### src/rtl/menu_pkg.sv
// rtl/menu_pkg.sv - shared types and constants for the menu screen
// FSM states, glyph codes, title string and background colour helper.
package menu_pkg;

  typedef enum logic [1:0] {
    BROWSE = 2'd0,
    COMMIT = 2'd1,
    LOCKED = 2'd2
  } menu_state_t;

  localparam logic [5:0] GLYPH_ARROW  = 6'd0;
  localparam logic [5:0] GLYPH_SPACE  = 6'd37;
  localparam logic [5:0] GLYPH_DIGIT0 = 6'd1;

  localparam int TITLE_LEN = 11;
  // "BATTLE CITY"
  localparam logic [5:0] TITLE_CODES [TITLE_LEN] = '{
    6'd12, 6'd11, 6'd30, 6'd30, 6'd22, 6'd15, 6'd37, 6'd13, 6'd19, 6'd30, 6'd35
  };
  // "MAP " prefix of each item; the digit follows
  localparam logic [5:0] ITEM_CODES [4] = '{6'd23, 6'd11, 6'd26, 6'd37};

  // Top three bits of a channel set, rest clear
  function automatic logic [15:0] bg_channel(input int chan_bits);
    return 16'hE000 >> (16 - chan_bits);
  endfunction

endpackage

### src/rtl/ascii_rom.sv
// rtl/ascii_rom.sv - combinational glyph ROM, addr {code[5:0], row[3:0]}
// Glyphs are 8x8 art with each row doubled to fill 16 rows; bit 7 is leftmost.
module ascii_rom (
  input  logic [9:0] i_addr,
  output logic [7:0] o_data
);

  logic [63:0] w_glyph;
  logic [2:0]  w_sel;
  logic        w_unused;

  assign w_unused = &{1'b0, i_addr[0]};
  assign w_sel    = 3'd7 - i_addr[3:1];

  always_comb begin
    case (i_addr[9:4])
      6'd0:    w_glyph = 64'h10181C1E1C181000;
      6'd1:    w_glyph = 64'h3C666E7666663C00;
      6'd2:    w_glyph = 64'h1838181818187E00;
      6'd3:    w_glyph = 64'h3C66060C30607E00;
      6'd4:    w_glyph = 64'h3C66061C06663C00;
      6'd5:    w_glyph = 64'h0C1C3C6C7E0C0C00;
      6'd6:    w_glyph = 64'h7E607C0606663C00;
      6'd7:    w_glyph = 64'h3C607C6666663C00;
      6'd11:   w_glyph = 64'h183C66667E666600;
      6'd12:   w_glyph = 64'h7C66667C66667C00;
      6'd13:   w_glyph = 64'h3C66606060663C00;
      6'd15:   w_glyph = 64'h7E60607C60607E00;
      6'd19:   w_glyph = 64'h3C18181818183C00;
      6'd22:   w_glyph = 64'h6060606060607E00;
      6'd23:   w_glyph = 64'h63777F6B63636300;
      6'd26:   w_glyph = 64'h7C66667C60606000;
      6'd30:   w_glyph = 64'h7E18181818181800;
      6'd35:   w_glyph = 64'h6666663C18181800;
      default: w_glyph = 64'h0;
    endcase
    o_data = w_glyph[{w_sel, 3'b000} +: 8];
  end

endmodule

### src/rtl/menu_select_button_repeat.sv
// rtl/menu_select_button_repeat.sv - button edge detect with held-key auto-repeat
// Emits a one-cycle move on the rising edge, after REPEAT_DELAY held frames, then every REPEAT_RATE frames.
module button_repeat #(
  parameter int REPEAT_DELAY = 20,
  parameter int REPEAT_RATE  = 6
) (
  input  logic i_clk,
  input  logic i_reset,
  input  logic i_level,
  input  logic i_tick,
  input  logic i_clear,
  output logic o_move
);

  localparam int HW = $clog2(REPEAT_DELAY + 1);
  localparam int RW = $clog2(REPEAT_RATE + 1);
  localparam logic [HW-1:0] DLY     = HW'(REPEAT_DELAY);
  localparam logic [RW-1:0] RT_LAST = RW'(REPEAT_RATE - 1);

  logic          r_prev;
  logic [HW-1:0] r_hold, w_hold_nxt;
  logic [RW-1:0] r_rate, w_rate_nxt;
  logic          w_fire;

  always_comb begin
    w_hold_nxt = r_hold;
    w_rate_nxt = r_rate;
    w_fire     = 1'b0;
    if (i_clear || !i_level) begin
      w_hold_nxt = '0;
      w_rate_nxt = '0;
    end else if (i_tick) begin
      // hold saturates at DLY; from then on the rate counter paces repeats
      if (r_hold != DLY) begin
        w_hold_nxt = r_hold + 1'b1;
        w_fire     = ((r_hold + 1'b1) == DLY);
      end else if (r_rate == RT_LAST) begin
        w_rate_nxt = '0;
        w_fire     = 1'b1;
      end else begin
        w_rate_nxt = r_rate + 1'b1;
      end
    end
  end

  always_ff @(posedge i_clk or posedge i_reset) begin
    if (i_reset) begin
      r_prev <= 1'b0;
      r_hold <= '0;
      r_rate <= '0;
    end else begin
      r_prev <= i_level;
      r_hold <= w_hold_nxt;
      r_rate <= w_rate_nxt;
    end
  end

  assign o_move = (i_level & ~r_prev) | w_fire;

endmodule

### src/rtl/menu_select.sv
// rtl/menu_select.sv - map selection menu: cursor, selection handshake and text rendering
// Optional MENU_BLINK_EN makes the cursor arrow blink with a 32-frame period.
module menu_select
  import menu_pkg::*;
#(
  parameter int COLOR_BITS   = 24,
  parameter int NUM_ITEMS    = 4,
  parameter int ITEM_ROW0    = 9,
  parameter int REPEAT_DELAY = 20,
  parameter int REPEAT_RATE  = 6
) (
  input  logic                          clk_i,
  input  logic                          reset_i,
  input  logic                          up_i,
  input  logic                          down_i,
  input  logic                          confirm_i,
  input  logic                          reopen_i,
  input  logic                          frame_tick_i,
  input  logic [9:0]                    hpos_i,
  input  logic [9:0]                    vpos_i,
  output logic [COLOR_BITS/3-1:0]       menu_red_o,
  output logic [COLOR_BITS/3-1:0]       menu_green_o,
  output logic [COLOR_BITS/3-1:0]       menu_blue_o,
  output logic [$clog2(NUM_ITEMS)-1:0]  map_type_o,
  output logic                          sel_valid_o,
  input  logic                          sel_ready_i,
  output logic                          menu_active_o
);

  localparam int CW    = COLOR_BITS / 3;
  localparam int CUR_W = $clog2(NUM_ITEMS);
  localparam logic [CUR_W-1:0] LAST    = CUR_W'(NUM_ITEMS - 1);
  localparam logic [4:0]       ROW0    = 5'(ITEM_ROW0);
  localparam logic [4:0]       NI5     = 5'(NUM_ITEMS);
  localparam logic [15:0]      BG_FULL = bg_channel(CW);
  localparam logic [CW-1:0]    BG      = BG_FULL[CW-1:0];

  menu_state_t      r_state, w_state_nxt;
  logic [CUR_W-1:0] r_cursor;
  logic             r_confirm_prev;
  logic             w_confirm_edge, w_browse, w_clear;
  logic             w_up_raw, w_down_raw, w_up_move, w_down_move;
  logic             w_arrow_on;

  assign w_browse       = (r_state == BROWSE);
  assign w_clear        = (r_state == LOCKED) & reopen_i;
  assign w_confirm_edge = confirm_i & ~r_confirm_prev;

  button_repeat #(.REPEAT_DELAY(REPEAT_DELAY), .REPEAT_RATE(REPEAT_RATE)) u_up (
    .i_clk(clk_i), .i_reset(reset_i), .i_level(up_i), .i_tick(frame_tick_i),
    .i_clear(w_clear), .o_move(w_up_raw)
  );

  button_repeat #(.REPEAT_DELAY(REPEAT_DELAY), .REPEAT_RATE(REPEAT_RATE)) u_down (
    .i_clk(clk_i), .i_reset(reset_i), .i_level(down_i), .i_tick(frame_tick_i),
    .i_clear(w_clear), .o_move(w_down_raw)
  );

  // Simultaneous up and down cancel each other
  assign w_up_move   = w_browse & w_up_raw & ~w_down_raw;
  assign w_down_move = w_browse & w_down_raw & ~w_up_raw;

  always_comb begin
    w_state_nxt = r_state;
    case (r_state)
      BROWSE:  if (w_confirm_edge) w_state_nxt = COMMIT;
      COMMIT:  if (sel_ready_i)    w_state_nxt = LOCKED;
      LOCKED:  if (reopen_i)       w_state_nxt = BROWSE;
      default: w_state_nxt = BROWSE;
    endcase
  end

  always_ff @(posedge clk_i or posedge reset_i) begin
    if (reset_i) begin
      r_state        <= BROWSE;
      r_cursor       <= '0;
      r_confirm_prev <= 1'b0;
    end else begin
      r_state        <= w_state_nxt;
      r_confirm_prev <= confirm_i;
      if (w_up_move)
        r_cursor <= (r_cursor == '0) ? LAST : r_cursor - 1'b1;
      else if (w_down_move)
        r_cursor <= (r_cursor == LAST) ? '0 : r_cursor + 1'b1;
    end
  end

  assign map_type_o    = r_cursor;
  assign sel_valid_o   = (r_state == COMMIT);
  assign menu_active_o = (r_state != LOCKED);

`ifdef MENU_BLINK_EN
  logic [4:0] r_blink;

  always_ff @(posedge clk_i or posedge reset_i) begin
    if (reset_i)                     r_blink <= '0;
    else if (w_up_move | w_down_move) r_blink <= '0;
    else if (frame_tick_i)           r_blink <= r_blink + 1'b1;
  end

  assign w_arrow_on = ~r_blink[4];
`else
  assign w_arrow_on = 1'b1;
`endif

  logic [3:0] w_title_idx;
  logic [4:0] w_item_row;
  logic [2:0] w_item_col;
  logic       w_title_hit, w_row_hit, w_item_hit, w_on_cursor, w_arrow_hit;
  logic [5:0] w_code;
  logic [3:0] w_row;
  logic [2:0] w_bit_sel;
  logic [7:0] w_glyph;
  logic       w_ink, w_red_ink;
  logic       w_unused;

  assign w_unused    = &{1'b0, hpos_i[0], vpos_i[0]};
  assign w_title_idx = hpos_i[8:5] - 4'd5;
  assign w_title_hit = (vpos_i[9:7] == 3'd1) && (hpos_i[9:5] >= 5'd5) && (hpos_i[9:5] <= 5'd15);
  assign w_item_row  = vpos_i[9:5] - ROW0;
  assign w_row_hit   = (vpos_i[9:5] >= ROW0) && (w_item_row < NI5);
  assign w_item_col  = hpos_i[6:4] - 3'd1;
  assign w_item_hit  = w_row_hit && (hpos_i[9:4] >= 6'd17) && (hpos_i[9:4] <= 6'd21);
  assign w_on_cursor = w_row_hit && (w_item_row == 5'(r_cursor));
  assign w_arrow_hit = w_on_cursor && (hpos_i[9:4] == 6'd15) && w_arrow_on;

  always_comb begin
    w_code    = GLYPH_SPACE;
    w_row     = vpos_i[4:1];
    w_bit_sel = ~hpos_i[3:1];
    if (w_title_hit) begin
      w_code    = TITLE_CODES[w_title_idx];
      w_row     = vpos_i[6:3];
      w_bit_sel = ~hpos_i[4:2];
    end else if (w_item_hit) begin
      if (w_item_col == 3'd4) w_code = GLYPH_DIGIT0 + 6'(w_item_row) + 6'd1;
      else                    w_code = ITEM_CODES[w_item_col[1:0]];
    end else if (w_arrow_hit) begin
      w_code = GLYPH_ARROW;
    end
  end

  ascii_rom u_rom (
    .i_addr({w_code, w_row}),
    .o_data(w_glyph)
  );

  assign w_ink     = w_glyph[w_bit_sel] && (w_title_hit || w_item_hit || w_arrow_hit) &&
                     (r_state != LOCKED);
  assign w_red_ink = (w_item_hit && w_on_cursor) || w_arrow_hit;

  always_ff @(posedge clk_i or posedge reset_i) begin
    if (reset_i) begin
      menu_red_o   <= BG;
      menu_green_o <= BG;
      menu_blue_o  <= BG;
    end else if (w_ink) begin
      menu_red_o   <= w_red_ink ? {CW{1'b1}} : '0;
      menu_green_o <= '0;
      menu_blue_o  <= '0;
    end else begin
      menu_red_o   <= BG;
      menu_green_o <= BG;
      menu_blue_o  <= BG;
    end
  end

endmodule

### config.mk
export PLATFORM = sky130hd
export DESIGN_NAME = menu_select
export DESIGN_NICKNAME = d
export VERILOG_FILES = /design/src/rtl/menu_pkg.sv /design/src/rtl/ascii_rom.sv /design/src/rtl/menu_select_button_repeat.sv /design/src/rtl/menu_select.sv
export SDC_FILE = /design/constraint.sdc
export NUM_CORES = 1
export LEC_CHECK = 0
export CORE_UTILIZATION = 40
export DETAILED_ROUTE_END_ITERATION = 10
export SYNTH_ARGS = -nofsm -noshare
export SYNTH_HDL_FRONTEND = slang
export SYNTH_SLANG_ARGS = --single-unit
### constraint.sdc
create_clock -name clk_i -period 3.9 [get_ports clk_i]
set_input_delay 1.17 -clock clk_i [delete_from_list [all_inputs] [get_ports clk_i]]
set_output_delay 1.17 -clock clk_i [all_outputs]
set_load 0.01 [all_outputs]
==> impl_metrics.env, run 1 <==
export IMPL_clock_sinks=26
export IMPL_multiInputGateArea_um2=3750
export IMPL_hpwl_um=12500
export IMPL_setup_viol=3
export IMPL_ys_seq_elements=26
export IMPL_cap_violations=0
export IMPL_dieWidth_um=105
export IMPL_die_area_um2=11100
export IMPL_postLayoutSetupSlackWorst_ns=-0.512
export IMPL_start_util_pct=41.3
export IMPL_synthTopCellsByArea="dfrtp_1 14%, ha_1 8.8%, nand2_1 6.0%"
export IMPL_gp_congestion=1.00
export IMPL_path_max_fanout=9
export IMPL_grt_max_degree=27
export IMPL_rsz0062_at_grt="yes"
export IMPL_clockBufferDepth=2
export IMPL_wl_per_cell_um=18.1
export IMPL_grt_pass1_vias=5002
export IMPL_postCtsHoldBufs=0
export IMPL_cts_clk_slew_worst_paths_ns=0.08
export IMPL_regArea_um2=653
export IMPL_finalMaxSlewViolations=0
export IMPL_antenna_left=0
export IMPL_track_usage_pct=28.7
export IMPL_synthArstFlopShare_pct=100
export IMPL_cts_tree="built"
export IMPL_status="complete, but fails checks"
export IMPL_synth_cell_types=80
export IMPL_finalNetCount=839
export IMPL_fmax_mhz=227
export IMPL_synth_edf_count=0
export IMPL_grt_pass1_wl_um=25800
export IMPL_worstPathCellList="clkdlybuf4s15_2 > buf_6 > buf_4 > nor2_2 > nand2_2 > o2bb2ai_4 > a22oi_1 > or2_4 > buf_12 > ha_4 > nand2_2 > buf_4 > nor2_1 > o21ai_1 > a21oi_1 > or3_1 > nor4bb_4 > o32ai_2 > o21bai_1"
export IMPL_peakVddDrop_mv=0.195
export IMPL_insertion_delay_ns=0.27
export IMPL_antenna_found_initial=0
export IMPL_boundaryPins=56
export IMPL_critical_path_arrival_ns=4.61
export IMPL_dr_pass1_iters=5
export IMPL_fin_setup_tns_ns=-1.40
export IMPL_relSlewSlack_pct=33.9
export IMPL_core_area_um2=10400
export IMPL_drc=0
export IMPL_n_fill_cell=893
export IMPL_failed_checks="negative setup slack"
export IMPL_die_h_um=105
export IMPL_critPathMaxStageDelay_ns=0.38
export IMPL_finalHoldViolCount=0
export IMPL_io_buffers=42
export IMPL_vias=5369
export IMPL_cp_slowest_cell="or3_1"
export IMPL_fin_crit_ns=4.41
export IMPL_total_power_uw=1250
export IMPL_mappedNetlistArea_um2=4280
export IMPL_yosysWarnings=0
export IMPL_grt_overflow_total=0
export IMPL_final_layout_size_suffix_gt1_share_pct=37.6
export IMPL_rows=37
export IMPL_syn_avg_cell_area_um2=7.16
export IMPL_drt_iter0_markers=448
export IMPL_cp_start_kind="input port"
export IMPL_numCtsBuffers=3
export IMPL_synth_seq_area_share_pct=15.3
export IMPL_power_density_nw_per_um2=187
export IMPL_drt_total_wl_um=16600
export IMPL_yosysTopAreaCell="dfrtp_1"
export IMPL_htree_levels=1
export IMPL_yosysMostFrequentCell="nand2_1"
export IMPL_synth_cells=598
export IMPL_critPathRequiredTime_ns=4.10
export IMPL_antenna_cells=0
export IMPL_cpLargestDelayFamily="simple AND/OR/NAND/NOR gates"
export IMPL_tightestPinTransition_ns=0.990
export IMPL_viasPerCell=5.86
export IMPL_utilization_pct=64.4
export IMPL_synth_flop_cell="dfrtp_1"
export IMPL_crit_buf_inv=5
export IMPL_crit_path_end_kind="register"
export IMPL_skew_ns=0.0114
export IMPL_syn2layout_area_growth_pct=56.0
export IMPL_synth_top_cells_by_count="68 x nand2_1, 64 x nor2_1, 40 x a21oi_1, 30 x ha_1, 27 x buf_4"
export IMPL_cts_root_buf="clkbuf_8"
export IMPL_fin_area_um2=6680
export IMPL_synth_top_cell_area_share_pct=14.0
export IMPL_period_share_pct=113
export IMPL_hp_class="register to register"
export IMPL_dpl_instance_area_um2=5920
export IMPL_p_leak_uw=0.00286
export IMPL_crit_type="input port to register"
==> cells in the final DEF (no fill, tap or decap), types with 7 or more instances in the layout <==
cell type	synthesis	layout
nand3_1	21	18
and2_1	7	7
xnor2_1	11	7
conb_1	1	10
nand2_2	0	8
xor2_1	13	9
nor2_1	64	60
o21a_1	7	7
buf_6	4	13
dfrtp_1	24	24
inv_1	25	17
buf_4	27	162
clkdlybuf4s50_1	0	31
a31oi_1	14	14
a21oi_1	40	39
buf_12	0	7
o21ai_0	24	18
o21ai_1	9	12
o211ai_1	12	12
ha_1	30	19
ha_4	0	9
mux2i_1	9	9
nor3_1	24	22
nand4_1	9	9
nand2_1	68	59
==> path summary, 6_finish.rpt <==
| check | startpoint | to | slack (ns) | depth (start not counted) |
|---|---|---|---|---|
| setup / recovery | vpos_i[8] | menu_red_o[6]$_DFF_PP1_ | -0.51 | 19 |
| hold / removal | r_state[1]$_DFFE_PP0P_ | r_state[0]$_DFFE_PP0P_ | 0.50 | 1 |
| setup reg to reg | map_type_o[0]$_DFFE_PP0P_ | menu_red_o[6]$_DFF_PP1_ | 0.42 | 16 |
| hold reg to reg | r_state[1]$_DFFE_PP0P_ | r_state[0]$_DFFE_PP0P_ | 0.50 | 1 |
| max in group asynchronous | reset_i | r_state[0]$_DFFE_PP0P_ | 1.86 | 2 |
| min in group asynchronous | reset_i | u_up.r_hold[0]$_DFFE_PP0P_ | 1.43 | 2 |
==> metal layers <==
layer	vias to the layer above	share of wire, %	track usage (%)
met5	-	0	0
met4	0	2.2	8.75
met3	28	5.7	2.23
met2	212	46	46.8
met1	2605	46	40.3
li1	2524	-	-
==> timing repair <==
item / CTS / global route
cloned: 1 / 0
gates resized for setup: 85 / 49
pin swaps: 31 / 39
setup buffers: 15 / 8
endpoints found under the setup margin: 3 / 3
==> sequential cells by signal, summed over array words and instances, names as in the netlist, 2 cells and up <==
register,count
r_state,2
map_type_o,2
u_up.r_rate,3
u_up.r_hold,5
u_down.r_rate,3
menu_red_o,2
u_down.r_hold,5
==> area by class of cell <==
cell class / instances / share of cell area [%]
Clock buffer: 3 / 0.618
Clock inverter: 1 / 0.450
Inverter: 26 / 1.89
Multi-Input combinational cell: 500 / 56.1
Sequential cell: 26 / 9.78
Tap cell: 136 / 2.55
Timing Repair Buffer: 224 / 28.6
==> report_power, final <==
group	internal [uW]	switching, uW
registers	296	36.2
clock network	137	83.7
logic	346	352
==> kinds of logic after synthesis <==
family	synth area share [%]
adder cells (fa/ha/maj)	8.77
flip-flops	15.3
multiplexers	2.63
other	0.0876
AO/OA/AOI/OAI	31.8
buffers and inverters	10.7
AND/OR/NAND/NOR	25.9
XOR/XNOR	4.91
==> through the flow <==
step,hold slack [ns],cells,setup slack (ns)
finish,0.502,916,-0.512
global route,0.544,916,-0.627
CTS,0.495,908,-0.476
detailed placement,0.480,888,-1.25
global placement,0.469,888,-1.21
floorplan,0.440,607,-0.485
Power figures use the tool's default switching activity.
==> inputs of run 2 (changes only) <==
Clock period 3.9 ns to 4.8 ns, I/O delays scaled along.
==> impl_metrics.env, run 2 (synthesized netlist as in run 1, its figures left out) <==
export IMPL_holdCritStartpoint="r_state[1]$_DFFE_PP0P_"
export IMPL_critPathMaxStageDelay_ns=0.34
export IMPL_period_share_pct=99.2
export IMPL_grt_pass1_vias=5123
export IMPL_power_density_nw_per_um2=148
export IMPL_drt_total_wl_um=16200
export IMPL_p_seq_share_pct=27.6
export IMPL_gp_congestion=0.941
export IMPL_final_layout_size_suffix_gt1_share_pct=37.1
export IMPL_antenna_cells=0
export IMPL_path_max_fanout=10
export IMPL_peakVddDrop_mv=0.180
export IMPL_die_h_um=105
export IMPL_track_usage_pct=28.3
export IMPL_vias=5280
export IMPL_cp_start_kind="input port"
export IMPL_grt_overflow_total=0
export IMPL_total_power_uw=976
export IMPL_numCtsBuffers=3
export IMPL_fmax_mhz=210
export IMPL_rsz0062_at_grt="yes"
export IMPL_clock_sinks=26
export IMPL_finalNetCount=840
export IMPL_core_area_um2=10400
export IMPL_io_buffers=42
export IMPL_syn2layout_area_growth_pct=54.6
export IMPL_internal_power_uw=597
export IMPL_boundaryPins=56
export IMPL_p_leak_uw=0.00286
export IMPL_hpwl_um=12200
export IMPL_netSwitchingFraction_pct=38.8
export IMPL_drt_iter0_markers=496
export IMPL_drc=0
export IMPL_layout_commonest_cell="buf_4"
export IMPL_hp_class="register to register"
export IMPL_antenna_found_initial=0
export IMPL_grt_pass1_wl_um=25500
export IMPL_largestRegisters="u_down.r_hold x5, u_up.r_hold x5"
export IMPL_dpl_instance_area_um2=5850
export IMPL_start_util_pct=41.3
export IMPL_cts_root_buf="clkbuf_8"
export IMPL_skew_ns=0.00233
export IMPL_status="complete, no violations"
export IMPL_critical_path_arrival_ns=4.96
export IMPL_worstPathCellList="dlygate4sd2_1 > buf_4 > buf_4 > and2_1 > a211oi_2 > nand4_1 > o21a_1 > buf_12 > buf_4 > buf_4 > nand2_2 > a21oi_1 > o32ai_2 > nand2_1 > a211oi_2 > nor4bb_4 > o32ai_2 > buf_4 > o21bai_1"
export IMPL_setup_viol=0
export IMPL_clockBufferDepth=2
export IMPL_finalMaxSlewViolations=0
export IMPL_crit_buf_inv=7
export IMPL_wl_per_cell_um=17.6
export IMPL_fin_crit_ns=4.76
export IMPL_insertion_delay_ns=0.27
export IMPL_finalHoldViolCount=0
export IMPL_die_area_um2=11100
export IMPL_relSlewSlack_pct=34.7
export IMPL_cpMostUsedCell="buf_4"
export IMPL_antenna_left=0
export IMPL_critPathRequiredTime_ns=5.00
export IMPL_r2r_start="map_type_o[0]$_DFFE_PP0P_"
export IMPL_cts_tree="built"
export IMPL_dr_pass1_iters=5
export IMPL_fin_area_um2=6620
export IMPL_clock_power_share_pct=14.3
export IMPL_dieWidth_um=105
export IMPL_cts_clk_slew_worst_paths_ns=0.09
export IMPL_cap_violations=0
export IMPL_rows=37
export IMPL_tightestPinTransition_ns=0.978
export IMPL_crit_type="input port to register"
export IMPL_postCtsHoldBufs=0
export IMPL_viasPerCell=5.76
export IMPL_grt_max_degree=27
export IMPL_most_common_layout_cells="166 x buf_4, 64 x nand2_1, 60 x nor2_1, 40 x a21oi_1, 31 x clkdlybuf4s50_1"
export IMPL_comb_power_share_pct=58.0
export IMPL_cpLargestDelayFamily="compound AO/OA/AOI/OAI gates"
export IMPL_crit_path_end_kind="register"
export IMPL_p_switching_uw=379
export IMPL_cp_slowest_cell="dlygate4sd2_1"
export IMPL_htree_levels=1
export IMPL_crit_start="hpos_i[8]"
-- run 2: cell count changes in the layout (fill, tap and decap cells not counted), moves of 3 or more --
cell / delta
buf_4: +4
dlymetal6s2s_1: +3
o21ai_0: +3
o21ai_1: -4
nand2_1: +5
nand2_2: -4
-- run 2: layer usage --
layer  vias up  GRT usage (%)  wire length, um  share of wire, %
met1      2524           37.5             7170                44
met3        32           3.22              937               5.8
met5         -              0                0                 0
li1       2533              -                -                 -
met2       191           48.1             7700                48
met4         0           8.35              376               2.3
-- run 2: cell type report --
| type | count | area, um^2 |
|---|---|---|
| sequential | 26 | 653 |
| fill | 904 | 3750 |
| inverter | 26 | 118 |
| tap | 136 | 170 |
| clock buffer | 4 | 55.1 |
| multi-input combinational | 499 | 3700 |
| timing repair buffer | 226 | 1930 |
-- run 2: final timing paths --
kind	end	slack, ns	depth (start not counted)
setup / recovery	menu_red_o[6]$_DFF_PP1_	0.04	19
hold / removal	r_state[0]$_DFFE_PP0P_	0.48	1
setup reg to reg	menu_red_o[6]$_DFF_PP1_	1.21	16
hold reg to reg	r_state[0]$_DFFE_PP0P_	0.48	1
max in group asynchronous	map_type_o[0]$_DFFE_PP0P_	2.52	2
min in group asynchronous	u_down.r_hold[3]$_DFFE_PP0P_	1.69	2
-- run 2: through the flow --
stage	hold WS, ns	worst slack, ns	setup TNS (ns)	utilization (%)	instances
6_report	0.484	0.0378	0	63.8	917
5_1_grt	0.502	-0.0490	-0.0638	63.8	917
4_1_cts	0.485	0.00299	0	60.2	905
3_5_place_dp	0.477	-0.729	-2.13	56.4	890
3_3_place_gp	0.460	-0.691	-2.02	56.4	890
2_1_floorplan	0.440	0.00599	0	-	607
-- run 2: worst reg2reg max path, cell delays in order, from the launching register on --
cell and delay, ns:
dfrtp_1 0.45, xor2_1 0.31, nand4_1 0.22, nand2_2 0.14
a22oi_2 0.08, or2_4 0.27, ha_2 0.23, buf_4 0.16
nand2_2 0.07, o211ai_1 0.12, buf_4 0.16, a41o_1 0.23
or3_4 0.37, nor4bb_4 0.17, o32ai_2 0.26, buf_4 0.17
o21bai_1 0.11
-- run 2: power by group through the flow --
stage	sequential, uW	clock, uW	combinational [uW]
detailed placement	273	0	485
global placement	271	0	476
finish	270	140	567
CTS	268	142	516
global route	273	152	611
floorplan	271	0	268
-- run 2: what timing repair did --
item                       CTS  global route
pin swaps                   22            42
buffers inserted            10            13
setup endpoints to repair    3             3
resized for setup           64            77
hold endpoints to repair     0             0
gates cloned                 1             1
